## src/rtl/pong_pkg.sv

```systemverilog
// rtl/pong_pkg.sv - shared state encoding and draw-code helper for the pong match controller
package pong_pkg;

  localparam int STATE_W = 3;

  typedef enum logic [STATE_W-1:0] {
    ST_IDLE   = 3'd0,
    ST_SERVE  = 3'd1,
    ST_PLAY   = 3'd2,
    ST_PAUSED = 3'd3,
    ST_OVER   = 3'd4
  } pong_state_e;

  // A winner code equal to the player count means nobody finished strictly ahead.
  function automatic int draw_code(input int num_players);
    return num_players;
  endfunction

endpackage

```

## src/rtl/pong_countdown.sv

```systemverilog
// rtl/pong_countdown.sv - loadable down-counter that stops at zero and flags it
module pong_countdown #(
  parameter int           W       = 8,
  parameter logic [W-1:0] RST_VAL = '0
) (
  input  logic         clk,
  input  logic         rst,
  input  logic         load,
  input  logic [W-1:0] load_val,
  input  logic         en,
  output logic [W-1:0] count,
  output logic         zero
);

  logic [W-1:0] count_q;

  always_ff @(posedge clk or negedge rst) begin
    if (!rst) begin
      count_q <= RST_VAL;
    end else if (load) begin
      count_q <= load_val;
    end else if (en && (count_q != '0)) begin
      count_q <= count_q - 1'b1;
    end
  end

  assign count = count_q;
  assign zero  = (count_q == '0);

endmodule

```

## src/rtl/pong_match_ctrl.sv

```systemverilog
// rtl/pong_match_ctrl.sv - match sequencer for a multi-player pong game
// Serve delay, round timer, scoring and winner selection; all outputs registered.
module pong_match_ctrl
  import pong_pkg::*;
#(
  parameter int NUM_PLAYERS = 2,
  parameter int SCORE_W     = 4,
  parameter int WIN_SCORE   = 7,
  parameter int ROUND_SEC   = 120,
  parameter int SERVE_CYC   = 200
) (
  input  logic                               clk,
  input  logic                               rst,
  input  logic                               start,
  input  logic                               pause,
  input  logic                               tick_1s,
  input  logic [NUM_PLAYERS-1:0]             miss,
  output logic [NUM_PLAYERS*SCORE_W-1:0]     scores,
  output logic [$clog2(ROUND_SEC+1)-1:0]     time_left,
  output logic                               stop,
  output logic                               ball_reset,
  output logic [STATE_W-1:0]                 state,
  output logic [$clog2(NUM_PLAYERS+1)-1:0]   winner,
  output logic                               game_over
);

  localparam int TIME_W = $clog2(ROUND_SEC + 1);
  localparam int WIN_W  = $clog2(NUM_PLAYERS + 1);
  localparam int SRV_W  = $clog2(SERVE_CYC + 1);
  localparam logic [WIN_W-1:0]   DRAW    = WIN_W'(draw_code(NUM_PLAYERS));
  localparam logic [SCORE_W-1:0] WIN_VAL = SCORE_W'(WIN_SCORE);

  pong_state_e                      state_q, state_d;
  logic [NUM_PLAYERS*SCORE_W-1:0]   scores_q, scores_d;
  logic [WIN_W-1:0]                 winner_q, winner_d;
  logic                             ball_reset_q, ball_reset_d;
  logic                             stop_q, game_over_q;

  logic                             serve_load, serve_zero;
  logic [SRV_W-1:0]                 serve_cnt_unused;
  logic                             time_zero, timeout, win_hit;
  logic [SCORE_W-1:0]               best_val;
  logic [WIN_W-1:0]                 best_idx;
  logic                             best_unique;

  pong_countdown #(
    .W       (SRV_W),
    .RST_VAL ('0)
  ) u_serve_cnt (
    .clk      (clk),
    .rst      (rst),
    .load     (serve_load),
    .load_val (SRV_W'(SERVE_CYC - 1)),
    .en       (state_q == ST_SERVE),
    .count    (serve_cnt_unused),
    .zero     (serve_zero)
  );

  // Reloading whenever the next state is IDLE keeps time_left at full length there.
  pong_countdown #(
    .W       (TIME_W),
    .RST_VAL (TIME_W'(ROUND_SEC))
  ) u_round_timer (
    .clk      (clk),
    .rst      (rst),
    .load     (state_d == ST_IDLE),
    .load_val (TIME_W'(ROUND_SEC)),
    .en       (tick_1s && (state_q == ST_PLAY)),
    .count    (time_left),
    .zero     (time_zero)
  );

  assign timeout = time_zero || (tick_1s && (time_left == TIME_W'(1)));

  always_comb begin
    state_d      = state_q;
    scores_d     = scores_q;
    ball_reset_d = 1'b0;
    serve_load   = 1'b0;
    win_hit      = 1'b0;
    unique case (state_q)
      ST_IDLE: begin
        if (start) begin
          state_d      = ST_SERVE;
          ball_reset_d = 1'b1;
          serve_load   = 1'b1;
        end
      end
      ST_SERVE: begin
        if (serve_zero) state_d = ST_PLAY;
      end
      ST_PLAY: begin
        if (|miss) begin
          ball_reset_d = 1'b1;
          for (int i = 0; i < NUM_PLAYERS; i++) begin
            if (!miss[i] && (scores_q[i*SCORE_W +: SCORE_W] != WIN_VAL))
              scores_d[i*SCORE_W +: SCORE_W] = scores_q[i*SCORE_W +: SCORE_W] + 1'b1;
          end
          for (int i = 0; i < NUM_PLAYERS; i++) begin
            if (scores_d[i*SCORE_W +: SCORE_W] == WIN_VAL) win_hit = 1'b1;
          end
          if (win_hit || timeout) begin
            state_d = ST_OVER;
          end else begin
            state_d    = ST_SERVE;
            serve_load = 1'b1;
          end
        end else if (timeout) begin
          state_d = ST_OVER;
        end else if (pause) begin
          state_d = ST_PAUSED;
        end
      end
      ST_PAUSED: begin
        if (start) state_d = ST_PLAY;
      end
      ST_OVER: begin
        if (start) state_d = ST_IDLE;
      end
      default: state_d = ST_IDLE;
    endcase
    if (state_d == ST_IDLE) scores_d = '0;
  end

  // Winner is decided from the final scores on the cycle OVER is entered, then held.
  always_comb begin
    best_val    = scores_d[SCORE_W-1:0];
    best_idx    = '0;
    best_unique = 1'b1;
    for (int i = 1; i < NUM_PLAYERS; i++) begin
      if (scores_d[i*SCORE_W +: SCORE_W] > best_val) begin
        best_val    = scores_d[i*SCORE_W +: SCORE_W];
        best_idx    = WIN_W'(i);
        best_unique = 1'b1;
      end else if (scores_d[i*SCORE_W +: SCORE_W] == best_val) begin
        best_unique = 1'b0;
      end
    end
    if (state_d != ST_OVER)      winner_d = DRAW;
    else if (state_q == ST_OVER) winner_d = winner_q;
    else                         winner_d = best_unique ? best_idx : DRAW;
  end

  always_ff @(posedge clk or negedge rst) begin
    if (!rst) begin
      state_q      <= ST_IDLE;
      scores_q     <= '0;
      winner_q     <= DRAW;
      ball_reset_q <= 1'b0;
      stop_q       <= 1'b1;
      game_over_q  <= 1'b0;
    end else begin
      state_q      <= state_d;
      scores_q     <= scores_d;
      winner_q     <= winner_d;
      ball_reset_q <= ball_reset_d;
      stop_q       <= (state_d != ST_PLAY);
      game_over_q  <= (state_d == ST_OVER);
    end
  end

  assign scores     = scores_q;
  assign stop       = stop_q;
  assign ball_reset = ball_reset_q;
  assign state      = state_q;
  assign winner     = winner_q;
  assign game_over  = game_over_q;

endmodule

```

## config.mk

```make
export PLATFORM = sky130hd
export DESIGN_NAME = pong_match_ctrl
export DESIGN_NICKNAME = d
export VERILOG_FILES = /design/src/rtl/pong_pkg.sv /design/src/rtl/pong_countdown.sv /design/src/rtl/pong_match_ctrl.sv
export SDC_FILE = /design/constraint.sdc
export NUM_CORES = 1
export LEC_CHECK = 0
export ABC_AREA = 1
export BUFFER_PORTS_ARGS = -buffer_cell sky130_fd_sc_hd__buf_2
export CORE_UTILIZATION = 51
export DETAILED_ROUTE_END_ITERATION = 7
export PLACE_DENSITY = 0.85
export SLEW_MARGIN = 25
export SYNTH_ARGS = -nofsm -noshare
export SYNTH_HDL_FRONTEND = slang
export SYNTH_SLANG_ARGS = --single-unit
```

## constraint.sdc

```tcl
create_clock -name clk -period 2.7 [get_ports clk]
set_input_delay 0.27 -clock clk [delete_from_list [all_inputs] [get_ports clk]]
set_output_delay 0.27 -clock clk [all_outputs]
set_load 0.05 [all_outputs]
```

Word-level counts from Yosys, hierarchy flattened
Index checks and enable logic that the tools add are counted.
- register bits after elaboration: 31
- input bits: 7
- output and inout bits: 23
- word-level logic and storage cells: 84
- add/sub/neg operators: 4
- $lt $le $gt $ge: 1
- equal/unequal tests: 14
- mux-type cells: 38
- reductions and logical operators: 19
- operator list (kind ; count):
    $mux W8 ; 5
    $mux W3 ; 8
    $mux W4 ; 6
    $pmux W3 S5 ; 1
    $mux W7 ; 2
    $mux W1 ; 11
    $add A4 B1 Y4 const B ; 2
    $eq A4 B3 Y1 const B ; 2
    $logic_not A8 Y1 ; 1
    $ne A4 B3 Y1 const B ; 2
    $reduce_bool A8 Y1 ; 1
    $sub A8 B1 Y8 const B ; 1
    $eq A7 B1 Y1 const B ; 1
    $logic_not A7 Y1 ; 1
    $reduce_bool A7 Y1 ; 1
    $sub A7 B1 Y7 const B ; 1
    $eq A3 B2 Y1 const B ; 2
    $eq A3 B3 Y1 const B ; 2
    $logic_and A1 B1 Y1 ; 6
    $logic_not A3 Y1 ; 2
    $mux W2 ; 3
    $eq A4 B4 Y1 ; 1
    $gt A4 B4 Y1 ; 1
    $pmux W1 S2 ; 2
    8 further kinds ; 11

Longest topological paths before layout
- depth after elaboration: 22
- depth in mapped cells: 23
- depth with buffers taken out: 22

Cells and area by module
From an unflattened synthesis, not the netlist that was laid out.
- cells, all modules: 334
- area, all modules: 2288.4 um^2
- by module, submodules not included (module ; instances ; cells an instance ; area each (um^2) ; sequential area each (um^2)):
    pong_match_ctrl ; 1 ; 166 ; 1201.2 ; 402.9
    pong_countdown (u_serve_cnt) ; 1 ; 93 ; 596.8 ; 200.2
    pong_countdown (u_round_timer) ; 1 ; 75 ; 490.5 ; 180.2

Least setup slack after synthesis
No wires, ideal clock.
- kind: register to register
- from: reg scores_q[4] (netlist: scores[4])
- to: reg winner_q[0] (netlist: winner[0])
- setup time: 0.118 ns
- arrival: 2.969 ns
- data required time: 2.582 ns
- slack: -0.387 ns
- stages on the path, launching flop included: 21
- path buffers: 1
- period minus slack after synthesis: 3.087 ns
- path through: dfrtp_1 ha_1 nand2_1 o21ai_2 o21bai_1 nor2_1 nand2_1 nand3_1 nand2_1 nand2_1 nand3_4 nor2_4 buf_6 nor2_1 ha_1 nand2_1 inv_1 a221oi_1 a31oi_1 nand4_1 nand2_1
- word-level cells in the longest chain between the ends: 21
- elaborated cells on any way between the ends: 28
- classes of those cells: 1 x add/sub; 1 x order compare; 5 x eq/ne; 18 x mux; 3 x reduce/logical
- ends and longest elaborated chain (what ; RTL line ; text):
    from (decl) ; pong_match_ctrl.sv:34 ; logic [NUM_PLAYERS*SCORE_W-1:0] scores_q, scores_d;
    from (signal assigned) ; pong_match_ctrl.sv:154 ; scores_q <= scores_d;
    branches (longest 2 deep; another with $add A4 B1 Y4) ; n/a ;
    $mux W4 * ; pong_match_ctrl.sv:96 ; if (!miss[i] && (scores_q[i*SCORE_W +: SCORE_W] != WIN_VAL))
    $mux W4 * ; pong_match_ctrl.sv:93 ; if (|miss) begin
    $mux W4 * ; pong_match_ctrl.sv:81 ; unique case (state_q)
    $eq A4 B3 Y1 ; pong_match_ctrl.sv:100 ; if (scores_d[i*SCORE_W +: SCORE_W] == WIN_VAL) win_hit = 1'b1;
    $mux W1 ; pong_match_ctrl.sv:100 ;
    $mux W1 ; pong_match_ctrl.sv:93 ;
    $mux W1 ; pong_match_ctrl.sv:81 ;
    [3 not listed] ; n/a ;
    $pmux W3 S5 ; pong_match_ctrl.sv:81 ;
    $logic_not A3 Y1 ; pong_match_ctrl.sv:122 ; if (state_d == ST_IDLE) scores_d = '0;
    $mux W8 * ; pong_match_ctrl.sv:122 ;
    net scores_d[7] ; pong_match_ctrl.sv:34 ;
    branches (longest 3 deep; another with $gt A4 B4 Y1) ; n/a ;
    $mux W2 * ; pong_match_ctrl.sv:141 ; else winner_d = best_unique ? best_idx : DRAW;
    $mux W2 * ; pong_match_ctrl.sv:140 ; else if (state_q == ST_OVER) winner_d = winner_q;
    $mux W2 * ; pong_match_ctrl.sv:139 ; if (state_d != ST_OVER) winner_d = DRAW;
    to (signal assigned) ; pong_match_ctrl.sv:155 ; winner_q <= winner_d;
    to (decl) ; pong_match_ctrl.sv:35 ; logic [WIN_W-1:0] winner_q, winner_d;
Mark *: on every way through the listed nets, which the timed path passes. The select of a mux whose other input is x is not followed.
A chain may end at the register's enable or synchronous reset.

Final worst setup path
- from: reg scores_q[1] (netlist: scores[1])
- to: reg winner_q[0] (netlist: winner[0])
- word-level cells in the longest chain between the ends: 22
- elaborated cells on any way between the ends: 29
- classes of those cells: 1 x add/sub; 1 x order compare; 5 x eq/ne; 19 x mux; 3 x reduce/logical
- ends and longest elaborated chain (what ; RTL line ; text):
    branches (longest 2 deep; another with $add A4 B1 Y4) ; n/a ;
    $mux W4 * ; pong_match_ctrl.sv:96 ;
    $mux W4 * ; pong_match_ctrl.sv:93 ;
    $mux W4 * ; pong_match_ctrl.sv:81 ;
    $eq A4 B3 Y1 * ; pong_match_ctrl.sv:100 ;
    $mux W1 * (2 in a row) ; pong_match_ctrl.sv:100 ;
    $mux W1 * ; pong_match_ctrl.sv:93 ;
    $mux W1 * ; pong_match_ctrl.sv:81 ;
    [4 not listed] ; n/a ;
    net state_d[2] ; pong_match_ctrl.sv:33 ; pong_state_e state_q, state_d;
    $logic_not A3 Y1 * ; pong_match_ctrl.sv:122 ;
    $mux W8 * ; pong_match_ctrl.sv:122 ;
    net scores_d[7] ; pong_match_ctrl.sv:34 ;
    branches (longest 3 deep; another with $gt A4 B4 Y1) ; n/a ;
    $mux W2 * ; pong_match_ctrl.sv:141 ;
    $mux W2 * ; pong_match_ctrl.sv:140 ;
    $mux W2 * ; pong_match_ctrl.sv:139 ;
Marks and branches as above.

==> results.py <==
metrics = {
    "grt": {
        "grt_overflow": 0,
        "wire_length_of_the_first_global_routing_pass_um": 7720,
        "grt_max_degree": 32,
        "gr-usage-all-layers_pct": 24.6,
        "number_of_antenna_violations_at_the_first_check_in_global_routing": 0,
        "grt_pass1_vias": 1771,
    },
    "detailed_routing": {
        "wirelength_met1_um": 2090,
        "dr.first_iter.drc_count": 89,
        "final_wirelength_um": 4740,
        "routed_via_count_divided_by_cell_count": 5.23,
        "highest_layer": "met4",
        "wl_per_cell_um": 13.0,
        "drtPass1Iterations": 5,
        "drt_drc_violations_left": 0,
        "met3RoutedLength_um": 183,
        "drt.antenna.violating_nets": 0,
        "routed-wl-met2_um": 2400,
        "detailroute.via_count": 1902,
    },
    "placement": {
        "detailed_place_hpwl_um": 3300,
        "routabilityCongestion": 0.840,
        "dpl_cell_area_um2": 2380,
        "port-buffer-count": 29,
        "place.detailed.instances": 349,
    },
    "clocking": {
        "clk_root_buffer_cell": "sky130_fd_sc_hd__clkbuf_8",
        "tritoncts": "yes",
        "clock_sink_count": 31,
        "numCtsBuffers": 5,
        "cts-hold-fix-buffers": 0,
        "clk_pin_slew_ns": 0.07,
        "clk-insertion-delay-late_ns": 0.29,
        "cts-root-to-sink-buffers": 2,
        "cts_htree_levels": 2,
    },
    "status": {
        "violations": "negative setup slack",
        "status": "finished, violations left",
    },
    "timing": {
        "fmax_ghz": 0.358,
        "clock-skew-final_ns": 0.00771,
        "postLayoutSetupSlackWorst_ns": -0.0944,
        "timing.final.crit_share_pct": 103,
        "setup-violations-final": 2,
        "slew_headroom_pct": 54.5,
        "tightestPinTransition_ns": 0.683,
        "grt_setup_unrepaired": "yes",
        "finalCriticalPeriod_ns": 2.79,
        "final-hold-violation-count": 0,
        "timing_max_transition_violations_final": 0,
    },
    "floorplan": {
        "floorplan.initialDensity_pct": 53.4,
        "dieArea_um2": 4120,
        "ios": 30,
        "die_y_um": 64.2,
        "core-area_um2": 3690,
        "fp-row-count": 22,
        "die_width_um": 64.2,
    },
    "run": {
        "max-cap-violations": 0,
    },
    "worst_setup_path": {
        "timing.critical_path.fanout_max": 5,
        "timing.critical_path.from_type": "register",
        "worst-endpoint-required_ns": 2.88,
        "timing.critical_path.to_type": "register",
        "arrival_ns": 2.98,
        "reg2reg_slack_ns": -0.09,
        "criticalPathCategory": "reg2reg",
        "worstReg2RegStart": "scores[1]$_DFF_PN0_",
        "critical_path.reg2reg.endpoint": "winner[0]$_DFFE_PN0P_",
        "timing.reg2reg.worst_path_depth": 21,
    },
    "finish": {
        "finish.instance_area_um2": 2600,
        "drive_gt1_share_pct": 35.1,
        "final-seq-area_um2": 793,
        "n_antenna_cell": 0,
        "nFillCells": 298,
        "layoutNonFillerInstCount": 364,
        "multi_input_logic_area_um2": 1190,
        "area_delta_synth_final_pct": 32.0,
        "finalNetCount": 332,
    },
    "logic_synthesis": {
        "synth_nets": 273,
        "ys_types": 33,
        "average_size_of_a_mapped_cell_um2": 7.70,
        "ys_seq_elements": 31,
        "synth_cells": 256,
        "seq_area_frac_synth_pct": 39.7,
        "synth_area_um2": 1970,
        "yosysWarnings": 0,
    },
    "power": {
        "power-per-cell-area_nw_per_um2": 865,
        "vdd_drop_max_uv": 539,
        "static_leakage_nw": 1.32,
    },
    "worst_hold_path": {
        "worstHoldPathType": "in2async",
    },
}
[how the worst max path moves through the flow]
| stage | to | from | slack (ns) |
|---|---|---|---|
| floorplan | winner[0]$_DFFE_PN0P_ | scores[4]$_DFF_PN0_ | -0.14 |
| global placement | winner[0]$_DFFE_PN0P_ | scores[5]$_DFF_PN0_ | -0.03 |
| detailed placement | winner[0]$_DFFE_PN0P_ | scores[5]$_DFF_PN0_ | -0.13 |
| CTS | winner[0]$_DFFE_PN0P_ | scores[5]$_DFF_PN0_ | -0.08 |
| global route | winner[0]$_DFFE_PN0P_ | scores[1]$_DFF_PN0_ | -0.28 |
| finish | winner[0]$_DFFE_PN0P_ | scores[1]$_DFF_PN0_ | -0.09 |
[layer usage]
| layer | up-vias | global-route usage (%) |
|---|---|---|
| li1 | 939 | - |
| met1 | 914 | 30.8 |
| met2 | 43 | 40.6 |
| met3 | 6 | 6.07 |
| met4 | 0 | 9.72 |
| met5 | - | 0 |
[what timing repair did]
action / CTS / global route
gates resized for setup: 3 / 22
setup buffers: 0 / 7
pin swaps: 5 / 23
cloned: 0 / 0
endpoints found under the setup margin: 1 / 2
[cell usage in the layout (no fill, tap or decap), types with 3 or more instances in the layout]
master	count
sky130_fd_sc_hd__o21ai_0	15
sky130_fd_sc_hd__dfrtp_1	17
sky130_fd_sc_hd__nand4_1	6
sky130_fd_sc_hd__clkbuf_8	5
sky130_fd_sc_hd__buf_2	29
sky130_fd_sc_hd__clkbuf_1	3
sky130_fd_sc_hd__ha_1	6
sky130_fd_sc_hd__nand2_4	4
sky130_fd_sc_hd__dfstp_2	6
sky130_fd_sc_hd__nand2_2	7
sky130_fd_sc_hd__nor2_1	26
sky130_fd_sc_hd__nor3_1	3
sky130_fd_sc_hd__nand3_1	14
sky130_fd_sc_hd__nor2_2	5
sky130_fd_sc_hd__nand2_1	51
sky130_fd_sc_hd__ha_4	4
sky130_fd_sc_hd__o21bai_1	7
sky130_fd_sc_hd__a21oi_1	4
sky130_fd_sc_hd__buf_4	23
sky130_fd_sc_hd__inv_1	35
sky130_fd_sc_hd__nor2_4	5
sky130_fd_sc_hd__xor2_1	9
sky130_fd_sc_hd__dfrtp_2	8
[synth_stat cells]
library cell	instances	share of area, %
sky130_fd_sc_hd__o21ai_4	1	0.83
sky130_fd_sc_hd__a21oi_1	4	1.0
sky130_fd_sc_hd__o21ai_1	1	0.25
sky130_fd_sc_hd__dfstp_2	6	8.0
sky130_fd_sc_hd__nand2_2	2	0.63
sky130_fd_sc_hd__nor3_2	1	0.51
sky130_fd_sc_hd__ha_1	10	6.3
sky130_fd_sc_hd__xnor2_1	2	0.89
sky130_fd_sc_hd__o2111ai_2	1	0.76
sky130_fd_sc_hd__nand3b_1	1	0.38
sky130_fd_sc_hd__o31ai_1	1	0.38
sky130_fd_sc_hd__inv_1	37	7.0
sky130_fd_sc_hd__nand3_1	15	3.8
sky130_fd_sc_hd__o21ai_2	1	0.44
sky130_fd_sc_hd__or2_1	1	0.32
sky130_fd_sc_hd__buf_6	1	0.57
sky130_fd_sc_hd__o21bai_1	8	3.0
sky130_fd_sc_hd__a31oi_1	1	0.32
sky130_fd_sc_hd__nor2_1	34	6.5
sky130_fd_sc_hd__nor3_1	3	0.76
sky130_fd_sc_hd__o21ai_0	17	4.3
sky130_fd_sc_hd__a221oi_1	1	0.44
sky130_fd_sc_hd__nor2_2	1	0.32
sky130_fd_sc_hd__nor2_4	1	0.57
sky130_fd_sc_hd__o211ai_1	1	0.38
sky130_fd_sc_hd__nand2_1	59	11
sky130_fd_sc_hd__clkbuf_1	1	0.19
sky130_fd_sc_hd__or2_2	2	0.63
sky130_fd_sc_hd__dfrtp_1	25	32
sky130_fd_sc_hd__nand3_4	1	0.89
sky130_fd_sc_hd__xor2_1	9	4.0
sky130_fd_sc_hd__nand2_4	1	0.57
sky130_fd_sc_hd__nand4_1	6	1.9
[state kept, by name (all words and copies together) (netlist names)]
register             cells
ball_reset               1
game_over                1
scores                   8
state                    3
stop                     1
u_round_timer.count      7
u_serve_cnt.count        8
winner                   2
[final cells by class]
| class | instances | share of cell area, % |
|---|---|---|
| multi-input cells | 186 | 45.7 |
| well taps | 48 | 2.31 |
| inverters | 37 | 5.34 |
| repair buffers | 54 | 13.1 |
| clock buffers | 8 | 3.08 |
| flip-flops and latches | 31 | 30.5 |
[metrics by stage]
stage	worst slack [ns]	setup TNS, ns	hold WS (ns)	total power [mW]	util (%)
global placement	-0.0317	-0.0317	0.341	1.73	64.7
finish	-0.0944	-0.138	0.0190	2.25	70.5
global route	-0.281	-0.532	0.0797	2.41	70.5
CTS	-0.0793	-0.0793	0.0425	2.14	67.1
floorplan	-0.140	-0.140	-0.0256	1.48	-
detailed placement	-0.133	-0.133	0.347	1.77	64.7
[cell families (layout without fill, tap and decap cells)]
| family | after synthesis | in the layout | synth area share (%) |
|---|---|---|---|
| compound gates | 37 | 37 | 12.2 |
| buf+inv | 39 | 99 | 7.81 |
| xor+xnor | 11 | 11 | 4.89 |
| simple gates | 128 | 128 | 29.0 |
| flops | 31 | 31 | 39.7 |
| fa+ha+maj | 10 | 10 | 6.35 |
[critical path: stages (launching register included)]
cell and delay [ns]:
sky130_fd_sc_hd__dfrtp_2 0.43, sky130_fd_sc_hd__ha_4 0.17, sky130_fd_sc_hd__nand2_4 0.08, sky130_fd_sc_hd__o21ai_4 0.08
sky130_fd_sc_hd__o21bai_1 0.24, sky130_fd_sc_hd__nor2_2 0.08, sky130_fd_sc_hd__nand2_2 0.08, sky130_fd_sc_hd__nand3_2 0.07
sky130_fd_sc_hd__nand2_2 0.10, sky130_fd_sc_hd__nand2_2 0.08, sky130_fd_sc_hd__nand2_4 0.07, sky130_fd_sc_hd__nand2_4 0.07
sky130_fd_sc_hd__nor2_4 0.20, sky130_fd_sc_hd__buf_6 0.14, sky130_fd_sc_hd__nor2_4 0.04, sky130_fd_sc_hd__ha_4 0.23
sky130_fd_sc_hd__nand2_2 0.06, sky130_fd_sc_hd__inv_2 0.05, sky130_fd_sc_hd__a221oi_2 0.23, sky130_fd_sc_hd__a31oi_1 0.06
sky130_fd_sc_hd__nand4_1 0.08, sky130_fd_sc_hd__nand2_1 0.05
[power breakdown]
group          switching (mW)  total (mW)  internal, mW
clock                   0.166       0.348         0.183
combinational           0.733        1.22         0.482
sequential              0.106       0.686         0.580
total                    1.01        2.25          1.24
No activity file was read; power rests on OpenSTA's default activity.
